==> config.mk <==
export PLATFORM = sky130hd
export DESIGN_NAME = multi_timer
export DESIGN_NICKNAME = d
export VERILOG_FILES = /design/src/rtl/multi_timer_pkg.sv /design/src/rtl/multi_timer_channel.sv /design/src/rtl/multi_timer.sv
export SDC_FILE = /design/constraint.sdc
export NUM_CORES = 2
export LEC_CHECK = 0
export CAP_MARGIN = 20
export CORE_ASPECT_RATIO = 0.8
export CORE_UTILIZATION = 45
export CTS_CLUSTER_SIZE = 20
export DETAILED_ROUTE_END_ITERATION = 8
export REMOVE_ABC_BUFFERS = 1
export SLEW_MARGIN = 20
export SYNTH_ARGS = -nofsm -noshare
export SYNTH_HDL_FRONTEND = slang
export SYNTH_HIERARCHICAL = 1
export SYNTH_SLANG_ARGS = --single-unit
==> constraint.sdc <==
create_clock -name clk -period 4.3 [get_ports clk]
set_input_delay 1.29 -clock clk [delete_from_list [all_inputs] [get_ports clk]]
set_output_delay 1.29 -clock clk [all_outputs]
set_load 0.01 [all_outputs]
==> src/rtl/multi_timer_pkg.sv <==
// multi_timer_pkg
//   Shared definitions for the multi-channel timer: register offsets
//   (byte addresses of 64-bit words), CFG/CTRL field positions and a
//   byte-enable merge helper used by every writable register.
package multi_timer_pkg;

   localparam int unsigned ADDR_ID      = 'h00;
   localparam int unsigned ADDR_CTRL    = 'h08;
   localparam int unsigned ADDR_MTIME   = 'h10;
   localparam int unsigned ADDR_PENDING = 'h18;
   localparam int unsigned ADDR_IRQEN   = 'h20;
   localparam int unsigned CH_BASE      = 'h40;
   localparam int unsigned CH_STRIDE    = 'h10;
   localparam int unsigned CH_CFG_OFS   = 'h08;

   localparam int CFG_EN           = 0;
   localparam int CFG_PERIODIC     = 1;
   localparam int CFG_INTERVAL_LSB = 32;

   localparam int CTRL_RUN     = 0;
   localparam int CTRL_DIV_LSB = 16;

   localparam logic [7:0] ID_VERSION = 8'd1;

   // Written bytes take new_val, the rest keep old_val.
   function automatic logic [63:0] be_merge(input logic [63:0] old_val,
                                            input logic [63:0] new_val,
                                            input logic [7:0]  be);
      logic [63:0] res;
      for (int b = 0; b < 8; b++) begin
         res[b*8 +: 8] = be[b] ? new_val[b*8 +: 8] : old_val[b*8 +: 8];
      end
      return res;
   endfunction

endpackage

==> src/rtl/multi_timer_channel.sv <==
// multi_timer_channel
//   One compare channel: CMP and CFG registers, their write decode, the
//   hit compare against the shared mtime and the one-shot/periodic update.
//   Ports:
//     clk, rst      clock, synchronous active-high reset
//     wr_en         register write strobe (already qualified by request)
//     addr          word-aligned byte address (low 3 bits zero)
//     be, wdata     byte enables and write data
//     mtime         registered shared counter
//     hit           combinational hit this cycle (sets pending in the top)
//     rdata         this channel's read data, zero when not addressed
module multi_timer_channel
   import multi_timer_pkg::*;
#(
   parameter int ADDR_W = 8,
   parameter int IDX    = 0
) (
   input  logic              clk,
   input  logic              rst,
   input  logic              wr_en,
   input  logic [ADDR_W-1:0] addr,
   input  logic [7:0]        be,
   input  logic [63:0]       wdata,
   input  logic [63:0]       mtime,
   output logic              hit,
   output logic [63:0]       rdata
);

   localparam logic [ADDR_W-1:0] CMP_ADDR = ADDR_W'(CH_BASE + CH_STRIDE * IDX);
   localparam logic [ADDR_W-1:0] CFG_ADDR = ADDR_W'(CH_BASE + CH_STRIDE * IDX + CH_CFG_OFS);

   logic [63:0] cmp_reg, cmp_next;
   logic        en_reg, en_next;
   logic        periodic_reg, periodic_next;
   logic [31:0] interval_reg, interval_next;
   logic [63:0] cfg_word;
   logic        wr_cmp, wr_cfg;

   assign cfg_word = {interval_reg, 30'd0, periodic_reg, en_reg};
   assign wr_cmp   = wr_en && (addr == CMP_ADDR);
   assign wr_cfg   = wr_en && (addr == CFG_ADDR);
   assign hit      = en_reg && (mtime >= cmp_reg);
   assign rdata    = (addr == CMP_ADDR) ? cmp_reg :
                     (addr == CFG_ADDR) ? cfg_word : 64'd0;

   // Hardware update first, then software bytes layered on top so a
   // same-cycle write wins only for the bytes it actually touches.
   always_comb begin
      cmp_next      = cmp_reg;
      en_next       = en_reg;
      periodic_next = periodic_reg;
      interval_next = interval_reg;
      if (hit) begin
         if (periodic_reg && (interval_reg != 32'd0)) begin
            cmp_next = cmp_reg + {32'd0, interval_reg};
         end else begin
            en_next = 1'b0;
         end
      end
      if (wr_cmp) begin
         cmp_next = be_merge(cmp_next, wdata, be);
      end
      if (wr_cfg) begin
         if (be[0]) begin
            en_next       = wdata[CFG_EN];
            periodic_next = wdata[CFG_PERIODIC];
         end
         for (int b = 4; b < 8; b++) begin
            if (be[b]) begin
               interval_next[(b-4)*8 +: 8] = wdata[b*8 +: 8];
            end
         end
      end
   end

   always_ff @(posedge clk) begin
      if (rst) begin
         cmp_reg      <= '1;
         en_reg       <= 1'b0;
         periodic_reg <= 1'b0;
         interval_reg <= 32'd0;
      end else begin
         cmp_reg      <= cmp_next;
         en_reg       <= en_next;
         periodic_reg <= periodic_next;
         interval_reg <= interval_next;
      end
   end

endmodule

==> src/rtl/multi_timer.sv <==
// multi_timer
//   Shared 64-bit mtime with prescaler plus NUM_TIMERS compare channels,
//   W1C pending bits, per-channel interrupt enables and a combined irq.
//   Ports:
//     clk, rst          clock, synchronous active-high reset
//     i_req, i_we       access strobe, write(1)/read(0)
//     i_addr            byte address, bits [2:0] ignored
//     i_be, i_wdata     write byte enables and data
//     o_rdata           registered read data (1-cycle latency)
//     o_tick            prescaler tick, mtime increments at the next edge
//     o_irq_vec, o_irq  registered pending & irq_enable, and its OR
module multi_timer
   import multi_timer_pkg::*;
#(
   parameter int NUM_TIMERS = 4,
   parameter int PRESCALE_W = 16,
   parameter int ADDR_W     = 8
) (
   input  logic                  clk,
   input  logic                  rst,
   input  logic                  i_req,
   input  logic                  i_we,
   input  logic [ADDR_W-1:0]     i_addr,
   input  logic [7:0]            i_be,
   input  logic [63:0]           i_wdata,
   output logic [63:0]           o_rdata,
   output logic                  o_tick,
   output logic [NUM_TIMERS-1:0] o_irq_vec,
   output logic                  o_irq
);

   logic [ADDR_W-1:0]     addr_w;
   logic                  wr, rd;
   logic                  wr_ctrl, wr_mtime, wr_pend, wr_irqen;
   logic                  run_reg;
   logic [PRESCALE_W-1:0] div_reg, pre_cnt_reg;
   logic [63:0]           mtime_reg;
   logic [NUM_TIMERS-1:0] pending_reg, irqen_reg, hit_vec, w1c_mask;
   logic [63:0]           ctrl_word, ctrl_merged, id_word, rdata_mux;
   logic [63:0]           ch_rdata [NUM_TIMERS];
   logic                  tick;
   logic                  unused_bits;

   assign addr_w   = {i_addr[ADDR_W-1:3], 3'b000};
   assign wr       = i_req && i_we;
   assign rd       = i_req && !i_we;
   assign wr_ctrl  = wr && (addr_w == ADDR_W'(ADDR_CTRL));
   assign wr_mtime = wr && (addr_w == ADDR_W'(ADDR_MTIME));
   assign wr_pend  = wr && (addr_w == ADDR_W'(ADDR_PENDING));
   assign wr_irqen = wr && (addr_w == ADDR_W'(ADDR_IRQEN));

   assign tick     = run_reg && (pre_cnt_reg == div_reg);
   assign o_tick   = tick;
   assign id_word  = {48'd0, ID_VERSION, 4'd0, 4'(NUM_TIMERS)};
   assign w1c_mask = wr_pend ? (i_wdata[NUM_TIMERS-1:0] & {NUM_TIMERS{i_be[0]}}) : '0;

   always_comb begin
      ctrl_word = 64'd0;
      ctrl_word[CTRL_RUN] = run_reg;
      ctrl_word[CTRL_DIV_LSB +: PRESCALE_W] = div_reg;
   end
   assign ctrl_merged = be_merge(ctrl_word, i_wdata, i_be);
   // Reserved CTRL bits and the ignored address LSBs are intentionally dropped.
   assign unused_bits = ^{ctrl_merged, i_addr[2:0]};

   genvar gi;
   generate
      for (gi = 0; gi < NUM_TIMERS; gi++) begin : g_ch
         multi_timer_channel #(
            .ADDR_W (ADDR_W),
            .IDX    (gi)
         ) u_ch (
            .clk   (clk),
            .rst   (rst),
            .wr_en (wr),
            .addr  (addr_w),
            .be    (i_be),
            .wdata (i_wdata),
            .mtime (mtime_reg),
            .hit   (hit_vec[gi]),
            .rdata (ch_rdata[gi])
         );
      end
   endgenerate

   // Channel read data is zero unless addressed, so an OR acts as the mux.
   always_comb begin
      rdata_mux = 64'd0;
      for (int i = 0; i < NUM_TIMERS; i++) begin
         rdata_mux = rdata_mux | ch_rdata[i];
      end
      if (addr_w == ADDR_W'(ADDR_ID))      rdata_mux = id_word;
      if (addr_w == ADDR_W'(ADDR_CTRL))    rdata_mux = ctrl_word;
      if (addr_w == ADDR_W'(ADDR_MTIME))   rdata_mux = mtime_reg;
      if (addr_w == ADDR_W'(ADDR_PENDING)) rdata_mux = 64'(pending_reg);
      if (addr_w == ADDR_W'(ADDR_IRQEN))   rdata_mux = 64'(irqen_reg);
   end

   always_ff @(posedge clk) begin
      if (rst) begin
         run_reg     <= 1'b0;
         div_reg     <= '0;
         pre_cnt_reg <= '0;
         mtime_reg   <= 64'd0;
         pending_reg <= '0;
         irqen_reg   <= '0;
         o_rdata     <= 64'd0;
         o_irq_vec   <= '0;
         o_irq       <= 1'b0;
      end else begin
         if (wr_ctrl) begin
            run_reg     <= ctrl_merged[CTRL_RUN];
            div_reg     <= ctrl_merged[CTRL_DIV_LSB +: PRESCALE_W];
            pre_cnt_reg <= '0;
         end else if (run_reg) begin
            pre_cnt_reg <= tick ? '0 : pre_cnt_reg + 1'b1;
         end

         // A software write replaces the increment for that cycle.
         if (wr_mtime) begin
            mtime_reg <= be_merge(mtime_reg, i_wdata, i_be);
         end else if (tick) begin
            mtime_reg <= mtime_reg + 64'd1;
         end

         // Set has priority over a same-cycle clear.
         pending_reg <= (pending_reg & ~w1c_mask) | hit_vec;

         if (wr_irqen && i_be[0]) begin
            irqen_reg <= i_wdata[NUM_TIMERS-1:0];
         end

         o_irq_vec <= pending_reg & irqen_reg;
         o_irq     <= |(pending_reg & irqen_reg);

         if (rd) begin
            o_rdata <= rdata_mux;
         end
      end
   end

endmodule

==> qor.csv <==
metric,value,unit
postcts setup bufs,0,
Synth top area share,0.258,
number of flops mapped to enable cells by yosys,0,
post-synthesis register bit count,566,
Yosys warning count,6,
grt total ovfl,0,
Total Wirelength,222000,um
setup violators final,0,
leak pwr,24.6,nW
"Critical Path, Cell by Cell",inv_1 -> a221o_1 -> nor3_1 -> buf_4 -> nand2_1 -> inv_1 -> clkdlybuf4s50_1,
"commonest cells after routing, fill and taps aside","639 x a21oi_1, 634 x nand2_1, 603 x nor2_1",
DIE AREA,98800,um^2
Reg2Reg Setup Slack,0.30,ns
"Seq/Total Area, Yosys",0.258,
"Reg clk slew, reported paths",0.06,ns
Critical Path AT,2.71,ns
Post-synth top flop,dfxtp_1,
CP endpoint kind,output pin,
Setup Skew,0.0397,ns
initial drt markers,6741,
count of hold buffers inserted by post-cts repair,0,
largest net degree at the start of global routing,92,
fin nets,6735,
Final Hold Slack,0.472,ns
root buffer cell,clkbuf_16,
Final Critical Period,4.00,ns
Avg Inst Size Synth,7.41,um^2
"Req. time, crit path",3.01,ns
initial antenna violation count,8,
"slowest stage delay, CP",0.54,ns
power per cell area,240,nW/um^2
Mapped Area,43900,um^2
worst-skew pair later-pin latency,0.67,ns
area taken by multi-input logic gates,30200,um^2
Gate Count Post-Synth,5926,
Antenna Violating Nets Remaining,0,
Unique masters post-synth,112,
# IOs,154,
Synth area leader,dfxtp_1,
first-pass GRT wire length,312000,um
CTS max path bufs,3,
via/cell ratio,6.50,
Slew @ Worst Pin,1.10,ns
buffers and inverters on the worst path,4,
"Slowest-stage cell, CP",clkdlybuf4s50_1,
num rows,102,
total track usage,0.435,
share of cells above drive strength 1,0.103,
Finished Layout Cells,7618,
Starting Density,0.454,
DP Wirelength,175000,um
flip-flop and latch area,11300,um^2
core area,96700,um^2
Vias,49500,
"leading cell type in the layout, fill and taps excluded",a21oi_1,
DP Cell Count,7490,
CTS Buf Count,69,
Port Buf Inserts,150,
CTS tree,yes,
Max Freq,250,MHz
area grow syn2layout,17.9,%
maxcap violations,0,
Fill cells,9608,
vias in the first global route,44900,
Synth area leaders,"dfxtp_1 26%, ha_1 11%, a21oi_1 7.3%",
most frequent CP cell,inv_1,
clock sink count,566,
Setup crit start,div_reg[3],
Hold Path Class,reg2reg,
Final period util,0.931,
status,"complete, no violations",
Die Span Y,281,um
Worst VDD drop,0.000264,V
router iterations before antenna repair,6,
"critical path fanouts, max",5,
DR WL/cell,29.1,um
die width,351,um
post-CTS sizing,0,
Final Max Slew Viols,0,
Rel. slew slack,0.258,
max reg flops,256,
Startpoint Class,flop,
detailed-route DRC error count,0,
CTS H-tree lvls,3,
Final Wtd Congestion,1.08,
RSZ-0062 raised after global routing,false,
Synth async-reset ratio,0,
FF-to-FF Start,mtime_reg[53],
worst setup path class,reg2out,
critical path's top delay family,buffers and inverters,
final-report hold violation count,0,
Hold Crit Start,o_rdata[0],
per-layer routing:
layer	wire length (um)	vias up	track usage
met1	91100	23500	0.594
li1	-	22400	-
met2	90100	3055	0.631
met5	218	-	0
met3	28000	539	0.110
met4	12300	6	0.218
kinds of logic (layout without fill, tap and decap cells):
group,count (synthesis),in the layout,synth area share
multiplexers,186,186,0.0426
other,1,16,0.0000854
buffers and inverters,627,1004,0.0559
flip-flops,566,566,0.258
AND/OR/NAND/NOR,2428,2428,0.268
XOR/XNOR,188,188,0.0375
adder cells (fa/ha/maj),390,390,0.112
AO/OA/AOI/OAI,1540,1540,0.226
final timing paths:
path | endpoint | cells past startpoint
setup / recovery | o_tick | 7
hold reg to reg | o_rdata[0] | 2
setup reg to reg | g_ch[3].u_ch/cmp_reg[26] | 11
hold / removal | o_rdata[0] | 2
report_power, final:
part	total (mW)	leakage (nW)	internal (mW)	switching [mW]
sequential	5.26	4.57	5.25	0.0103
combinational	0.827	18.8	0.240	0.586
clock	6.33	1.15	3.72	2.61
synthesized netlist by cell type, types with 24 or more instances:
library cell,instances
a211oi_1,66
a21o_1,81
a21oi_1,639
a31oi_1,148
and2_1,27
and3_1,62
and4_1,29
buf_1,43
buf_2,37
clkbuf_1,204
dfxtp_1,566
ha_1,386
inv_1,328
mux2i_1,179
nand2_1,638
nand2b_1,24
nand3_1,323
nand4_1,137
nor2_1,608
nor3_1,277
nor4_1,82
o21ai_0,177
o31ai_1,46
o41ai_1,48
or3_1,52
or4_1,49
xnor2_1,136
xor2_1,52
metrics by stage:
stage / setup slack, ns / utilization / instance area, um^2 / power [mW] / setup TNS [ns]
6_report: 0.299 / 0.535 / 51800 / 12.4 / 0
5_1_grt: 0.196 / 0.535 / 51800 / 12.6 / 0
4_1_cts: 0.275 / 0.535 / 51800 / 12.4 / 0
3_5_place_dp: -0.137 / 0.510 / 49400 / 6.16 / -0.435
3_3_place_gp: -0.100 / 0.510 / 49400 / 6.16 / -0.301
2_1_floorplan: -0.402 / - / 42700 / 5.60 / -49.33
worst min-delay path: stages, from the launching register on:
cell and delay (ns):
dfxtp_1 0.31, inv_1 0.05, a211oi_1 0.05
area by class of cell:
class	instances	share of cell area
well taps	1300	0.0314
multi-input cells	4744	0.584
diodes	4	0.000193
repair buffers	552	0.0958
inverters	328	0.0238
clock inverters	28	0.00701
flip-flops and latches	566	0.219
clock buffers	96	0.0391
Note: power is estimated with default switching activity, not from simulation.
